===== src/rtl/multicycle_ctrl_pkg.sv =====
// Shared encodings for the multicycle controller: FSM states, ALU codes, command opcodes.
// Pure declarations, no logic and no latency.
// No backpressure; consumers import this package.
package cpu_ctrl_pkg;

  // FSM state encodings (also exported on the debug state port)
  localparam logic [3:0] S_FETCH  = 4'd0;
  localparam logic [3:0] S_DECODE = 4'd1;
  localparam logic [3:0] S_MEMADR = 4'd2;
  localparam logic [3:0] S_MEMRD  = 4'd3;
  localparam logic [3:0] S_MEMWB  = 4'd4;
  localparam logic [3:0] S_MEMWR  = 4'd5;
  localparam logic [3:0] S_EXECR  = 4'd6;
  localparam logic [3:0] S_EXECI  = 4'd7;
  localparam logic [3:0] S_ALUWB  = 4'd8;
  localparam logic [3:0] S_BRANCH = 4'd9;

  // ALU operation select
  localparam logic [1:0] ALU_ADD = 2'b00;
  localparam logic [1:0] ALU_SUB = 2'b01;
  localparam logic [1:0] ALU_AND = 2'b10;
  localparam logic [1:0] ALU_ORR = 2'b11;

  // Data-processing command field, funct[4:1]
  localparam logic [3:0] CMD_AND = 4'b0000;
  localparam logic [3:0] CMD_SUB = 4'b0010;
  localparam logic [3:0] CMD_ADD = 4'b0100;
  localparam logic [3:0] CMD_CMP = 4'b1010;
  localparam logic [3:0] CMD_ORR = 4'b1100;

  // Instruction class, instr[27:26]
  localparam logic [1:0] OP_DP  = 2'b00;
  localparam logic [1:0] OP_MEM = 2'b01;
  localparam logic [1:0] OP_BR  = 2'b10;
  localparam logic [1:0] OP_UND = 2'b11;

  // ALU B-operand and result mux selects
  localparam logic [1:0] SRCB_REG  = 2'b00;
  localparam logic [1:0] SRCB_IMM  = 2'b01;
  localparam logic [1:0] SRCB_FOUR = 2'b10;
  localparam logic [1:0] RES_ALUOUT = 2'b00;
  localparam logic [1:0] RES_DATA   = 2'b01;
  localparam logic [1:0] RES_ALU    = 2'b10;

  // Immediate extender select follows the instruction class; undefined uses the DP form
  function automatic logic [1:0] imm_src_of(input logic [1:0] op);
    case (op)
      OP_MEM:  imm_src_of = 2'b01;
      OP_BR:   imm_src_of = 2'b10;
      default: imm_src_of = 2'b00;
    endcase
  endfunction

endpackage


===== src/rtl/multicycle_ctrl_if.sv =====
// Controller <-> datapath bundle: instruction fields in, control enables out.
// No storage, no latency.
// No backpressure apart from mem_ready, which only matters in MEM_WAIT_EN builds.
interface multicycle_ctrl_if;
  logic [1:0] op;
  logic [5:0] funct;
  logic [3:0] rd;
  logic       mem_ready;
  logic       pcs;
  logic       reg_w;
  logic       mem_w;
  logic [1:0] flag_w;
  logic       no_write;
  logic       ir_write;
  logic       next_pc;
  logic       adr_src;
  logic       alu_src_a;
  logic [1:0] alu_src_b;
  logic [1:0] result_src;
  logic [1:0] imm_src;
  logic [1:0] reg_src;
  logic [1:0] alu_control;
  logic [3:0] state;

  // Controller side
  modport master (
    input  op, funct, rd, mem_ready,
    output pcs, reg_w, mem_w, flag_w, no_write, ir_write, next_pc, adr_src,
           alu_src_a, alu_src_b, result_src, imm_src, reg_src, alu_control, state
  );

  // Datapath side
  modport slave (
    output op, funct, rd, mem_ready,
    input  pcs, reg_w, mem_w, flag_w, no_write, ir_write, next_pc, adr_src,
           alu_src_a, alu_src_b, result_src, imm_src, reg_src, alu_control, state
  );
endinterface


===== src/rtl/multicycle_ctrl_alu_decoder.sv =====
// Data-processing decode: funct[4:0] -> ALU op, flag write enables, CMP suppress, reg write.
// Purely combinational, zero latency.
// No backpressure; the FSM decides in which states these results are used.
module alu_decoder
  import cpu_ctrl_pkg::*;
(
  input  logic [4:0] funct,
  output logic [1:0] alu_control,
  output logic [1:0] flag_w,
  output logic       no_write,
  output logic       reg_w_dp
);

  logic [3:0] cmd;
  logic       s_bit;
  logic       arith;
  logic       is_cmp;

  assign cmd   = funct[4:1];
  assign s_bit = funct[0];

  // Command lookup; unknown commands compute ADD but never write back
  always_comb begin
    alu_control = ALU_ADD;
    reg_w_dp    = 1'b0;
    arith       = 1'b0;
    is_cmp      = 1'b0;
    case (cmd)
      CMD_ADD: begin alu_control = ALU_ADD; reg_w_dp = 1'b1; arith = 1'b1; end
      CMD_SUB: begin alu_control = ALU_SUB; reg_w_dp = 1'b1; arith = 1'b1; end
      CMD_AND: begin alu_control = ALU_AND; reg_w_dp = 1'b1; end
      CMD_ORR: begin alu_control = ALU_ORR; reg_w_dp = 1'b1; end
      CMD_CMP: begin alu_control = ALU_SUB; is_cmp = 1'b1; arith = 1'b1; end
      default: ;
    endcase
  end

  // NZ written when S is set, CV only for arithmetic; CMP always writes all flags
  assign flag_w   = is_cmp ? 2'b11 : {s_bit, s_bit & arith};
  assign no_write = is_cmp;

endmodule


===== src/rtl/multicycle_ctrl.sv =====
// Multicycle processor control FSM (Moore) with ALU decoder; optional MEM_WAIT_EN memory stalls.
// Latency: DP 4, load 5, store 4, branch 3, undefined 2 cycles (plus stall cycles with MEM_WAIT_EN).
// With MEM_WAIT_EN, FETCH/MEMRD/MEMWR hold until mem_ready; otherwise mem_ready is ignored.
module multicycle_ctrl
  import cpu_ctrl_pkg::*;
(
  input  logic              clk,
  input  logic              reset,
  multicycle_ctrl_if.master bus
);

  logic [3:0] state_q;
  logic [3:0] state_d;
  logic       hold;

  logic [1:0] dec_alu_control;
  logic [1:0] dec_flag_w;
  logic       dec_no_write;
  logic       dec_reg_w_dp;

  logic       ir_write;
  logic       next_pc;
  logic       adr_src;
  logic       alu_src_a;
  logic [1:0] alu_src_b;
  logic [1:0] result_src;
  logic [1:0] alu_control;
  logic       reg_w;
  logic       mem_w;
  logic       pcs;
  logic [1:0] flag_w;
  logic       no_write;

`ifdef MEM_WAIT_EN
  assign hold = ~bus.mem_ready;
`else
  logic unused_mem_ready;
  assign unused_mem_ready = bus.mem_ready;
  assign hold = 1'b0;
`endif

  alu_decoder u_alu_decoder (
    .funct       (bus.funct[4:0]),
    .alu_control (dec_alu_control),
    .flag_w      (dec_flag_w),
    .no_write    (dec_no_write),
    .reg_w_dp    (dec_reg_w_dp)
  );

  // State register; synchronous reset returns to FETCH, abandoning any instruction
  always_ff @(posedge clk) begin
    if (reset) state_q <= S_FETCH;
    else       state_q <= state_d;
  end

  // Next-state logic
  always_comb begin
    state_d = S_FETCH;
    case (state_q)
      S_FETCH:  state_d = hold ? S_FETCH : S_DECODE;
      S_DECODE: begin
        case (bus.op)
          OP_MEM:  state_d = S_MEMADR;
          OP_DP:   state_d = bus.funct[5] ? S_EXECI : S_EXECR;
          OP_BR:   state_d = S_BRANCH;
          default: state_d = S_FETCH;
        endcase
      end
      S_MEMADR: state_d = bus.funct[0] ? S_MEMRD : S_MEMWR;
      S_MEMRD:  state_d = hold ? S_MEMRD : S_MEMWB;
      S_MEMWR:  state_d = hold ? S_MEMWR : S_FETCH;
      S_EXECR:  state_d = S_ALUWB;
      S_EXECI:  state_d = S_ALUWB;
      S_MEMWB:  state_d = S_FETCH;
      S_ALUWB:  state_d = S_FETCH;
      S_BRANCH: state_d = S_FETCH;
      default:  state_d = S_FETCH;
    endcase
  end

  // Moore outputs per state, then reset override (strobes off, muxes at FETCH values)
  always_comb begin
    ir_write    = 1'b0;
    next_pc     = 1'b0;
    adr_src     = 1'b0;
    alu_src_a   = 1'b0;
    alu_src_b   = SRCB_REG;
    result_src  = RES_ALUOUT;
    alu_control = ALU_ADD;
    reg_w       = 1'b0;
    mem_w       = 1'b0;
    pcs         = 1'b0;
    flag_w      = 2'b00;
    no_write    = 1'b0;
    case (state_q)
      S_FETCH: begin
        ir_write   = 1'b1;
        next_pc    = 1'b1;
        alu_src_a  = 1'b1;
        alu_src_b  = SRCB_FOUR;
        result_src = RES_ALU;
      end
      S_DECODE: begin
        alu_src_a  = 1'b1;
        alu_src_b  = SRCB_FOUR;
        result_src = RES_ALU;
      end
      S_MEMADR: alu_src_b = SRCB_IMM;
      S_MEMRD: begin
        adr_src    = 1'b1;
        result_src = RES_ALUOUT;
      end
      S_MEMWR: begin
        adr_src = 1'b1;
        mem_w   = 1'b1;
      end
      S_MEMWB: begin
        result_src = RES_DATA;
        reg_w      = 1'b1;
      end
      S_EXECR, S_EXECI: begin
        alu_src_b   = (state_q == S_EXECI) ? SRCB_IMM : SRCB_REG;
        alu_control = dec_alu_control;
        flag_w      = dec_flag_w;
        no_write    = dec_no_write;
      end
      S_ALUWB: begin
        result_src = RES_ALUOUT;
        reg_w      = dec_reg_w_dp;
        no_write   = dec_no_write;
      end
      S_BRANCH: begin
        alu_src_b  = SRCB_IMM;
        result_src = RES_ALU;
        pcs        = 1'b1;
      end
      default: ;
    endcase
    // A register write to R15 redirects the PC
    if ((state_q == S_MEMWB || state_q == S_ALUWB) && bus.rd == 4'hF && reg_w) pcs = 1'b1;
    if (reset) begin
      ir_write    = 1'b0;
      next_pc     = 1'b0;
      reg_w       = 1'b0;
      mem_w       = 1'b0;
      pcs         = 1'b0;
      flag_w      = 2'b00;
      no_write    = 1'b0;
      adr_src     = 1'b0;
      alu_src_a   = 1'b1;
      alu_src_b   = SRCB_FOUR;
      result_src  = RES_ALU;
      alu_control = ALU_ADD;
    end
  end

  assign bus.ir_write    = ir_write;
  assign bus.next_pc     = next_pc;
  assign bus.adr_src     = adr_src;
  assign bus.alu_src_a   = alu_src_a;
  assign bus.alu_src_b   = alu_src_b;
  assign bus.result_src  = result_src;
  assign bus.alu_control = alu_control;
  assign bus.reg_w       = reg_w;
  assign bus.mem_w       = mem_w;
  assign bus.pcs         = pcs;
  assign bus.flag_w      = flag_w;
  assign bus.no_write    = no_write;
  assign bus.imm_src     = imm_src_of(bus.op);
  assign bus.reg_src     = {bus.op == OP_MEM, bus.op == OP_BR};
  assign bus.state       = state_q;

endmodule


===== src/flat_wrapper.sv =====
// flat-port wrapper written by rule: the top's interface ports become plain ports
module multicycle_ctrl_flat import cpu_ctrl_pkg::*;
  (clk, reset, bus_op, bus_funct, bus_rd, bus_mem_ready, bus_pcs, bus_reg_w, bus_mem_w, bus_flag_w, bus_no_write, bus_ir_write, bus_next_pc, bus_adr_src, bus_alu_src_a, bus_alu_src_b, bus_result_src, bus_imm_src, bus_reg_src, bus_alu_control, bus_state);
  multicycle_ctrl_if bus_i ();
  input  logic clk;
  input  logic reset;
  input wire logic [$bits(bus_i.op)-1:0] bus_op;
  input wire logic [$bits(bus_i.funct)-1:0] bus_funct;
  input wire logic [$bits(bus_i.rd)-1:0] bus_rd;
  input wire logic [$bits(bus_i.mem_ready)-1:0] bus_mem_ready;
  output wire logic [$bits(bus_i.pcs)-1:0] bus_pcs;
  output wire logic [$bits(bus_i.reg_w)-1:0] bus_reg_w;
  output wire logic [$bits(bus_i.mem_w)-1:0] bus_mem_w;
  output wire logic [$bits(bus_i.flag_w)-1:0] bus_flag_w;
  output wire logic [$bits(bus_i.no_write)-1:0] bus_no_write;
  output wire logic [$bits(bus_i.ir_write)-1:0] bus_ir_write;
  output wire logic [$bits(bus_i.next_pc)-1:0] bus_next_pc;
  output wire logic [$bits(bus_i.adr_src)-1:0] bus_adr_src;
  output wire logic [$bits(bus_i.alu_src_a)-1:0] bus_alu_src_a;
  output wire logic [$bits(bus_i.alu_src_b)-1:0] bus_alu_src_b;
  output wire logic [$bits(bus_i.result_src)-1:0] bus_result_src;
  output wire logic [$bits(bus_i.imm_src)-1:0] bus_imm_src;
  output wire logic [$bits(bus_i.reg_src)-1:0] bus_reg_src;
  output wire logic [$bits(bus_i.alu_control)-1:0] bus_alu_control;
  output wire logic [$bits(bus_i.state)-1:0] bus_state;
  assign bus_i.op = bus_op;
  assign bus_i.funct = bus_funct;
  assign bus_i.rd = bus_rd;
  assign bus_i.mem_ready = bus_mem_ready;
  assign bus_pcs = bus_i.pcs;
  assign bus_reg_w = bus_i.reg_w;
  assign bus_mem_w = bus_i.mem_w;
  assign bus_flag_w = bus_i.flag_w;
  assign bus_no_write = bus_i.no_write;
  assign bus_ir_write = bus_i.ir_write;
  assign bus_next_pc = bus_i.next_pc;
  assign bus_adr_src = bus_i.adr_src;
  assign bus_alu_src_a = bus_i.alu_src_a;
  assign bus_alu_src_b = bus_i.alu_src_b;
  assign bus_result_src = bus_i.result_src;
  assign bus_imm_src = bus_i.imm_src;
  assign bus_reg_src = bus_i.reg_src;
  assign bus_alu_control = bus_i.alu_control;
  assign bus_state = bus_i.state;
  multicycle_ctrl u_core (.clk(clk), .reset(reset), .bus(bus_i));
endmodule

===== config.mk =====
export PLATFORM = sky130hd
export DESIGN_NAME = multicycle_ctrl_flat
export DESIGN_NICKNAME = d
export VERILOG_FILES = /design/src/rtl/multicycle_ctrl_pkg.sv /design/src/rtl/multicycle_ctrl_if.sv /design/src/rtl/multicycle_ctrl_alu_decoder.sv /design/src/rtl/multicycle_ctrl.sv /design/src/flat_wrapper.sv
export SDC_FILE = /design/constraint.sdc
export NUM_CORES = 1
export LEC_CHECK = 0
export ABC_CLOCK_PERIOD_IN_PS = 1700
export CORE_UTILIZATION = 31
export CTS_BUF_LIST = sky130_fd_sc_hd__clkbuf_8
export CTS_CLUSTER_DIAMETER = 60
export DETAILED_ROUTE_END_ITERATION = 8
export HOLD_SLACK_MARGIN = 0.15
export PLACE_DENSITY = 0.78
export SLEW_MARGIN = 20
export SYNTH_ARGS = -nofsm -noshare
export SYNTH_HDL_FRONTEND = slang
export SYNTH_SLANG_ARGS = --single-unit
export TNS_END_PERCENT = 30

===== constraint.sdc =====
create_clock -name clk -period 1.7 [get_ports clk]
set_clock_uncertainty 0.05 [all_clocks]
set_input_delay 0.425 -clock clk [delete_from_list [all_inputs] [get_ports clk]]
set_output_delay 0.425 -clock clk [all_outputs]
set_load 0.02 [all_outputs]

==> results.md <==
* PnR Total Power at 598.9 µW
* CTS sink count at 4
* Total routed wirelength at around 2100 µm
* Status: finished with violations
* Row count at 14
* Crit-path max FO at 3
* H-tree depth at 1
* Minimum clock period at 1963 ps
* Critical path endpoint category: primary output
* Hold WS at 531.0 ps
* Worst EP required at approximately 1200 ps
* Path depth of the worst reg2reg path at 5
* Synth-to-layout area growth at 143.4%
* Leakage Power at 0.5667 nW
* Root Driver: clkbuf_8
* Most frequent cell after synthesis: a21oi_1
* Vias at 794
* FMAX at 509.4 MHz
* Vias in the first global route at 794
* Initial Util at 0.3383
* Avg Vias per Cell at between 5 and 6
* Clk buf depth at 2
* Cell taking the most area after synthesis: dfxtp_1
* Global route overflow at 0
* Max reg flops at 4
* Max-Cap Viols at 0
* Wire per inst at 13.93 µm
* Sequential fraction of the synthesis area at 0.1553
* Antenna Diode Count at 0
* Mapped Cells at 70
* Hold depth at 3
* Nets at 153
* Hold crit path type: reg -> reg
* Power density over the cells at 477.3 mW/mm²
* DRC Markers at 0
* Setup WS post-layout at -263.1 ps
* Failing checks: negative setup slack
* Fill count at 104
* DIE HEIGHT at 42.78 µm
* Async SR Flop Fraction at 0
* GRT Overall Usage at 0.2360
* I/O pin cnt at 39
* EDFF count, synth at 0
* Skew-Pair Late Insertion Delay at 220 ps
* Core area at 0.001524 mm²
* Max Slew Vio Count at 0
* Share of layout cells above drive strength 1 at 0.6544
* Hpwl dp at ~1400 µm
* Area share of the largest cell type after synthesis at 0.1553
* Fin util at 0.8235
* Die area at 0.001830 mm²
* Initial antenna violation count at 0
* Drt first-iter violations at 4
* Clock slew at reported path FFs at 30 ps
* Hold buffers post-CTS at 0
* Period utilisation layout at 1.155
* Top post-synthesis cells by count: a21oi_1 (7), buf_4 (4), dfxtp_1 (4), nor2_1 (4), nor3_1 (4)
* Total CTS buffers at 3
* Syn nets at 85
* VDD IR-drop max at 0.4908 mV
* Width of the die at 42.78 µm
* #FFs+latches synth at 4
* Routed Antenna Nets at 0
* Syn Area/Cell at 7.364 µm²
* CP startpoint kind: primary input
* Worst setup path class: in -> out
* Worst Max-Slew Pin Slew at 260.5 ps
* Largest net degree at the start of global routing at 11
* Slew headroom at 0.8256
* Global-route wire length before repair at 3360 µm
* Count of final setup violators at 16
* Final Hold Viols at 0
* Cell variety after synth at 34
* CP arrival at around 1500 ps
* GPL Wtd Cong at roughly 0.73
* Ys flop type: dfxtp_1
* Drt first pass iters at 4
* Total number of yosys warnings at 0
* CTS tree: yes
* I/O Buffers at 37
* RSZ-0062 raised after global routing: yes
* Syn Std Cell Area at 515.5 µm²
* Synth area leaders: dfxtp_1 (16%), a21oi_1 (6.8%), buf_4 (5.8%)
-- report_power, final --
part	leakage (nW)	total [mW]	switching (mW)	internal, mW
Combinational	0.510	0.284	0.131	0.153
Clock	0.0216	0.201	0.0497	0.151
Sequential	0.0353	0.115	0.0143	0.100
Total	0.567	0.599	0.195	0.404
-- layout by cell type, fill, tap and decap left out, drive strengths merged, types with 2 or more instances in the layout --
cell           synthesis  layout
clkdlybuf4s15          0       3
a31oi                  3       3
nor2b                  3       3
nor4                   2       2
clkbuf                 1       4
nor4b                  3       3
inv                    2       2
o21ai                  3       3
a21oi                  7       7
nand2                  3       3
nor2                   4       4
nand3b                 2       2
buf                    8      56
or3b                   2       2
dfxtp                  4       4
dlymetal6s2s           0       2
nor3                   5       5
nand2b                 3       3
dlygate4sd2            0       9
xnor2                  2       2
or3                    2       2
-- worst max-delay path, stage by stage --
cell and delay (ps):
clkdlybuf4s15_1 190, or4_4 530, nor3_4 200, buf_6 140
-- what timing repair did --
action | CTS | global route
setup buffers | 3 | 6
resized for setup | 138 | 17
pin swaps | 9 | 10
hold endpoints to repair | 0 | 0
setup endpoints to repair | 24 | 21
-- stage by stage --
step                cells  setup slack, ps  area [µm²]  TNS, ps
floorplan              70           -198.0       574.3    -1434
global placement      141           -956.1        1097   -15870
detailed placement    141           -961.4        1097   -16160
CTS                   147           -279.1        1154    -2474
global route          152           -310.0        1255    -3435
finish                152           -263.1        1255    -2651
-- logic make-up (layout without fill, tap and decap cells) --
kind of cell / Yosys count / count (layout) / synth area share
xor+xnor: 3 / 3 / 0.05098
compound gates: 15 / 15 / 0.1723
buf+inv: 11 / 77 / 0.1310
flops: 4 / 4 / 0.1553
simple gates: 37 / 37 / 0.4903
-- metal layers --
metal	global-route usage	wire length, µm
met5	0	0
met3	0.03830	153
met4	0.06250	15
met1	0.2571	818
met2	0.4576	1129
-- area by class of cell --
cell class                 instances  area (µm²)  area share
inverter                           2       7.507    0.005982
clock buffer                       3       41.29     0.03290
timing repair buffer              72       609.3      0.4855
sequential                         4       92.59     0.07378
tap                               16       20.02     0.01595
multi-input combinational         55       484.2      0.3858
-- worst paths after layout --
kind | from | endpoint | slack (ps)
worst min register to register | u_core.bus.state[2] | u_core.bus.state[3] | 530
worst min-delay path | u_core.bus.state[2] | u_core.bus.state[3] | 530
worst max-delay path | bus_funct[1] | bus_alu_control[1] | -260
worst max register to register | u_core.bus.state[3] | u_core.bus.state[2] | 170
Note: power is estimated with default switching activity, not from simulation.
